**config.mk**
```make
export PLATFORM = sky130hd
export DESIGN_NAME = id_ex_skid
export DESIGN_NICKNAME = d
export VERILOG_FILES = /design/src/rtl/id_ex_skid.sv
export SDC_FILE = /design/constraint.sdc
export NUM_CORES = 1
export LEC_CHECK = 0
export ABC_AREA = 0
export ABC_CLOCK_PERIOD_IN_PS = 14000
export CAP_MARGIN = 20
export CORE_UTILIZATION = 40
export DETAILED_ROUTE_END_ITERATION = 6
export GPL_TIMING_DRIVEN = 0
export HOLD_SLACK_MARGIN = 0.02
export PLACE_DENSITY_LB_ADDON = 0.15
export SLEW_MARGIN = 30
export SYNTH_ARGS = -nofsm -noshare
export SYNTH_HDL_FRONTEND = slang
export SYNTH_SLANG_ARGS = --single-unit
```
**constraint.sdc**
```tcl
create_clock -name clk -period 14 [get_ports clk]
set_input_delay 2.8 -clock clk [delete_from_list [all_inputs] [get_ports clk]]
set_output_delay 2.8 -clock clk [all_outputs]
set_load 0.005 [all_outputs]
```
**src/rtl/id_ex_skid.sv**
```systemverilog
// id_ex_skid: elastic ID->EX pipeline register.
// A valid/ready stage with a main register (drives ex_*) and a skid register
// that catches one extra instruction when execute stalls. id_ready_o is a flop,
// so there is no combinational path from ex_ready_i back to decode.
// Also provides flush and a saturating stall-cycle counter.
module id_ex_skid #(
  parameter int DATA_W  = 32,
  parameter int RADDR_W = 5,
  parameter int SEL_W   = 3,
  parameter int OP_W    = 8,
  parameter int CNT_W   = 16
) (
  input  logic               clk,
  input  logic               rst,
  input  logic               flush_i,
  input  logic               id_valid_i,
  output logic               id_ready_o,
  input  logic [DATA_W-1:0]  id_data_a_i,
  input  logic [DATA_W-1:0]  id_data_b_i,
  input  logic               id_we_i,
  input  logic [RADDR_W-1:0] id_w_reg_addr_i,
  input  logic [SEL_W-1:0]   id_sel_i,
  input  logic [OP_W-1:0]    id_op_i,
  output logic               ex_valid_o,
  input  logic               ex_ready_i,
  output logic [DATA_W-1:0]  ex_data_a_o,
  output logic [DATA_W-1:0]  ex_data_b_o,
  output logic               ex_we_o,
  output logic [RADDR_W-1:0] ex_w_reg_addr_o,
  output logic [SEL_W-1:0]   ex_sel_o,
  output logic [OP_W-1:0]    ex_op_o,
  output logic [CNT_W-1:0]   stall_cnt_o
);

  typedef struct packed {
    logic [DATA_W-1:0]  data_a;
    logic [DATA_W-1:0]  data_b;
    logic               we;
    logic [RADDR_W-1:0] w_reg_addr;
    logic [SEL_W-1:0]   sel;
    logic [OP_W-1:0]    op;
  } payload_t;

  // EMPTY: nothing held. BUSY: main valid. FULL: main and skid valid.
  typedef enum logic [1:0] {
    ST_EMPTY = 2'd0,
    ST_BUSY  = 2'd1,
    ST_FULL  = 2'd2
  } state_t;

  state_t           r_state;
  state_t           w_state_nxt;
  logic             r_id_ready;
  logic             r_ex_valid;
  payload_t         r_main;
  payload_t         r_skid;
  logic [CNT_W-1:0] r_stall_cnt;

  payload_t         w_in_payload;
  payload_t         w_ex_payload;
  logic             w_in;
  logic             w_out;
  logic             w_main_load_in;
  logic             w_main_load_skid;
  logic             w_skid_load;

  assign w_in  = id_valid_i & r_id_ready;
  assign w_out = r_ex_valid & ex_ready_i;

  assign w_in_payload = '{
    data_a:     id_data_a_i,
    data_b:     id_data_b_i,
    we:         id_we_i,
    w_reg_addr: id_w_reg_addr_i,
    sel:        id_sel_i,
    op:         id_op_i
  };

  // Next-state and register-load decode; flush overrides every handshake.
  always_comb begin
    // NOTE: every output gets a default first so no path leaves it unassigned (no latches).
    w_state_nxt      = r_state;
    w_main_load_in   = 1'b0;
    w_main_load_skid = 1'b0;
    w_skid_load      = 1'b0;
    if (flush_i) begin
      w_state_nxt = ST_EMPTY;
    end else begin
      unique case (r_state)
        ST_EMPTY: begin
          if (w_in) begin
            w_state_nxt    = ST_BUSY;
            w_main_load_in = 1'b1;
          end
        end
        ST_BUSY: begin
          if (w_in && !w_out) begin
            w_state_nxt = ST_FULL;
            w_skid_load = 1'b1;
          end else if (!w_in && w_out) begin
            w_state_nxt = ST_EMPTY;
          end else if (w_in && w_out) begin
            w_main_load_in = 1'b1;
          end
        end
        ST_FULL: begin
          // id_ready_o is low here, so w_in is always 0 and decode is ignored.
          if (w_out) begin
            w_state_nxt      = ST_BUSY;
            w_main_load_skid = 1'b1;
          end
        end
        default: w_state_nxt = ST_EMPTY;
      endcase
    end
  end

  // State, handshake flags and the main (output) register.
  always_ff @(posedge clk or posedge rst) begin
    if (rst) begin
      r_state    <= ST_EMPTY;
      r_id_ready <= 1'b1;
      r_ex_valid <= 1'b0;
      r_main     <= '0;
    end else begin
      // NOTE: sequential state uses non-blocking assignments so all flops update together.
      r_state    <= w_state_nxt;
      r_id_ready <= (w_state_nxt != ST_FULL);
      r_ex_valid <= (w_state_nxt != ST_EMPTY);
      if (w_main_load_in) begin
        r_main <= w_in_payload;
      end else if (w_main_load_skid) begin
        r_main <= r_skid;
      end
    end
  end

  // Skid register captures the instruction that arrives while execute stalls.
  always_ff @(posedge clk) begin
    // NOTE: the skid data register is deliberately not reset; r_state says whether it is valid.
    if (w_skid_load) begin
      r_skid <= w_in_payload;
    end
  end

  // Count edges where execute holds off a valid instruction, saturating at all-ones.
  always_ff @(posedge clk or posedge rst) begin
    if (rst) begin
      r_stall_cnt <= '0;
    end else if (r_ex_valid && !ex_ready_i && (r_stall_cnt != {CNT_W{1'b1}})) begin
      r_stall_cnt <= r_stall_cnt + CNT_W'(1);
    end
  end

  // Present NOPs whenever the stage holds nothing valid.
  assign w_ex_payload = r_ex_valid ? r_main : '0;

  assign id_ready_o      = r_id_ready;
  assign ex_valid_o      = r_ex_valid;
  assign ex_data_a_o     = w_ex_payload.data_a;
  assign ex_data_b_o     = w_ex_payload.data_b;
  assign ex_we_o         = w_ex_payload.we;
  assign ex_w_reg_addr_o = w_ex_payload.w_reg_addr;
  assign ex_sel_o        = w_ex_payload.sel;
  assign ex_op_o         = w_ex_payload.op;
  assign stall_cnt_o     = r_stall_cnt;

endmodule

```
==> impl_metrics.env <==
export IMPL_outcome="complete, no violations"
export IMPL_cts_sinks=182
export IMPL_endpoint_kind="output pin"
export IMPL_critical_path_top_delay_family="buffers and inverters"
export IMPL_die_w_um=148.2
export IMPL_worstHoldStart="r_main[22]$_DFFE_PP0P_"
export IMPL_grt_pass1_wl_mm=30.37
export IMPL_switching_power_uw=388.8
export IMPL_comb_power_share=0.233
export IMPL_yosysTopAreaCell="dfrtp_1"
export IMPL_critical_path_class="flip-flop to output pin"
export IMPL_fin_hold_ws_ns=0.5029
export IMPL_die_area_um2=21960
export IMPL_setup_viol=0
export IMPL_drtAntennaViolNets=0
export IMPL_syn_inst=531
export IMPL_holdPathStages=1
export IMPL_ys_seq_area_frac=0.5803
export IMPL_crit_top_cell="clkbuf_1"
export IMPL_dominantRegCellSynth="dfrtp_1"
export IMPL_p_leak_uw=0.004803
export IMPL_clk_pin_slew_worst_paths_ns=0.07
export IMPL_drv_cap=0
export IMPL_r2r_end="r_skid[50]$_DFFE_PP_"
export IMPL_detail_route_wl_per_cell_um=17.94
export IMPL_seqPwrFrac=0.455
export IMPL_drt_iter0_markers=212
export IMPL_drive_gt1_frac=0.3068
export IMPL_ir_drop_mv=0.07138
export IMPL_syn_mean_instance_area_um2=16.10
export IMPL_async_reset_ff_frac=0.5549
export IMPL_power_internal_uw=1139
export IMPL_max_clock_path_buffers=2
export IMPL_area_growth_synth_to_final_pct=34.08
export IMPL_post_cts_setup_buffers=0
export IMPL_first_global_vias=5472
export IMPL_die_height_um=148.2
export IMPL_pin_count=185
export IMPL_clkLatencyLatePin_ns=0.43
export IMPL_dp_cells=1009
export IMPL_clock_root_buffer="clkbuf_16"
export IMPL_synthTopCellsByArea="dfrtp_1 (29%), edfxtp_1 (28%), mux2_4 (23%)"
export IMPL_nets=840
export IMPL_via_per_inst=4.803
export IMPL_tightest_slew_ns=0.7699
export IMPL_postCtsResizedCells=0
export IMPL_cts_made_buffers=17
export IMPL_netSwitchingFraction=0.2545
export IMPL_rsz0062_at_grt="no"
export IMPL_final_min_clock_period_ns=5.451
export IMPL_crit_cells=4
export IMPL_crit_arrival_ns=2.65
export IMPL_power_density_nw_per_um2=133.3
export IMPL_port_buffers=184
export IMPL_cts_hold_buffers_added=0
export IMPL_totalWireLength_mm=18.68
export IMPL_clock_skew_ns=0.009002
export IMPL_yosysWarnings=0
export IMPL_place_detailed_hpwl_mm=13.19
export IMPL_whs_endpoint="r_main[22]$_DFFE_PP0P_"
export IMPL_drc=0
export IMPL_n_antenna_cell=0
export IMPL_r2r_slack_ns=11.62
export IMPL_hold_viol_final=0
export IMPL_timing_rr_start="id_ready_o$_DFF_PP1_"
export IMPL_r2r_cells=6
export IMPL_power_uw=1528
export IMPL_cpMaxStageDelayCell="clkbuf_1"
export IMPL_fp_row_count=53
export IMPL_htreeDepth=4
export IMPL_initial_core_util=0.4080
export IMPL_finalCritPeriodShare=0.3894
export IMPL_cp_slowest_stage_delay_ns=0.61
export IMPL_vias=5000
export IMPL_synth_top_area_share=0.2927
export IMPL_synthDistinctLibCells=40
export IMPL_grt_remaining_overflow=0
export IMPL_cp_cell_sequence="clkbuf_1 -> clkbuf_1 -> and2_1 -> clkdlybuf4s50_1"
export IMPL_critPathRequiredTime_ns=11.20
export IMPL_critPathMaxFanout=10
export IMPL_n_fill_cell=1781
export IMPL_cts_tree="yes"
export IMPL_drt_pass1_iterations=4
export IMPL_synth_cell_area_um2=8549
export IMPL_relSlewSlack=0.4867
export IMPL_cp_start_kind="flip-flop"
export IMPL_grt_max_degree=53
export IMPL_instances_no_fill=1041
export IMPL_antenna_found_initial=1
export IMPL_core_area_um2=20960
export IMPL_max_freq_ghz=0.1834
export IMPL_hp_class="flip-flop to flip-flop"
export IMPL_globalRouteTotalUtil=0.1804
export IMPL_synth_edf_count=81
export IMPL_slew_violations=0
export IMPL_synth_nets=618
export IMPL_path_buf_inv=3
export IMPL_synth_seq_cells=182
export IMPL_p_clk_frac=0.312
export IMPL_place_congestion=0.7780
## synthesized netlist by cell type (2+ instances only)
library cell	instances
mux2_4	132
dfrtp_1	100
and2_1	82
edfxtp_1	81
mux2_2	28
clkbuf_1	10
a21oi_1	9
buf_4	7
xor2_1	7
buf_12	6
nand3_1	6
nand4_1	6
nor2_1	6
nor3_1	6
nand2_1	5
xnor2_1	5
nor4_1	4
and3_1	3
buf_6	3
o21ai_0	3
inv_1	2
mux2i_1	2
## cell type report
class | count | area (um^2) | area share
clock inverter | 14 | 142.6 | 0.01244
timing repair buffer | 203 | 1974 | 0.1722
sequential | 182 | 4961 | 0.4328
clock buffer | 18 | 439.2 | 0.03831
multi-input combinational | 320 | 3338 | 0.2912
buffer | 27 | 249.0 | 0.02172
inverter | 2 | 15.01 | 0.001310
tap | 275 | 344.1 | 0.03002
## power groups by stage
stage / Sequential, uW / Clock [uW] / Combinational (uW)
finish: 695 / 477 / 356
global route: 706 / 510 / 383
CTS: 694 / 490 / 362
detailed placement: 704 / 0 / 359
global placement: 703 / 0 / 348
floorplan: 690 / 0 / 213
## cell families after synthesis
group,synth area share
xor+xnor,0.01229
mux,0.2710
simple gates,0.09323
buf+inv,0.03000
fa+ha+maj,0.001463
flops,0.5803
compound gates,0.01171
## placed cells by master, fill, tap and decap left out, types with 5 or more instances in the layout
master,count
clkdlybuf4s50_1,184
mux2_4,132
dfrtp_1,100
and2_1,82
edfxtp_1,81
mux2_2,28
clkbuf_16,17
buf_4,13
buf_2,13
clkbuf_1,10
a21oi_1,9
xor2_1,7
nand4_1,6
nand3_1,6
nor2_1,6
nor3_1,6
buf_12,6
nand2_1,5
xnor2_1,5
inv_8,5
## per-stage QoR
step	area (um^2)	util	worst slack (ns)	TNS (ns)
6_report	11460	0.5471	8.549	0
5_1_grt	11460	0.5471	8.327	0
4_1_cts	11460	0.5471	8.440	0
3_5_place_dp	10880	0.5193	8.751	0
3_3_place_gp	10740	0.5123	-3.075	-248.67
2_1_floorplan	8549	-	2.595	0
## how the worst max path moves through the flow
stage                               startpoint                   end
after floorplan                     ex_ready_i   r_skid[0]$_DFFE_PP_
after global placement              ex_ready_i  r_skid[54]$_DFFE_PP_
after detailed placement            ex_ready_i  r_skid[54]$_DFFE_PP_
after CTS                 ex_valid_o$_DFF_PP0_       ex_data_b_o[31]
after global routing      ex_valid_o$_DFF_PP0_        ex_data_a_o[0]
final                     ex_valid_o$_DFF_PP0_       ex_data_b_o[31]
## worst reg2reg max path: stages, from the launching register on
cell     delay [ns]
dfstp_2        0.55
nand2_1        0.10
nor4_2         0.58
buf_4          0.27
buf_4          0.16
buf_2          0.20
buf_2          0.22
## registers in the layout, summed over array words and instances (netlist names)
signal	count
ex_valid_o	1
id_ready_o	1
r_main	81
r_skid	81
r_state	2
stall_cnt_o	16
## layer usage
metal  share of wire  vias to the layer above  GRT usage  wire [um]
met5         0.00064                        -          0         12
met4           0.011                        2    0.04588        209
met3           0.042                       23    0.04632        790
met2            0.49                      112     0.3000       9190
met1            0.45                     2500     0.2343       8474
li1                -                     2363          -          -
Power figures use the tool's default switching activity.
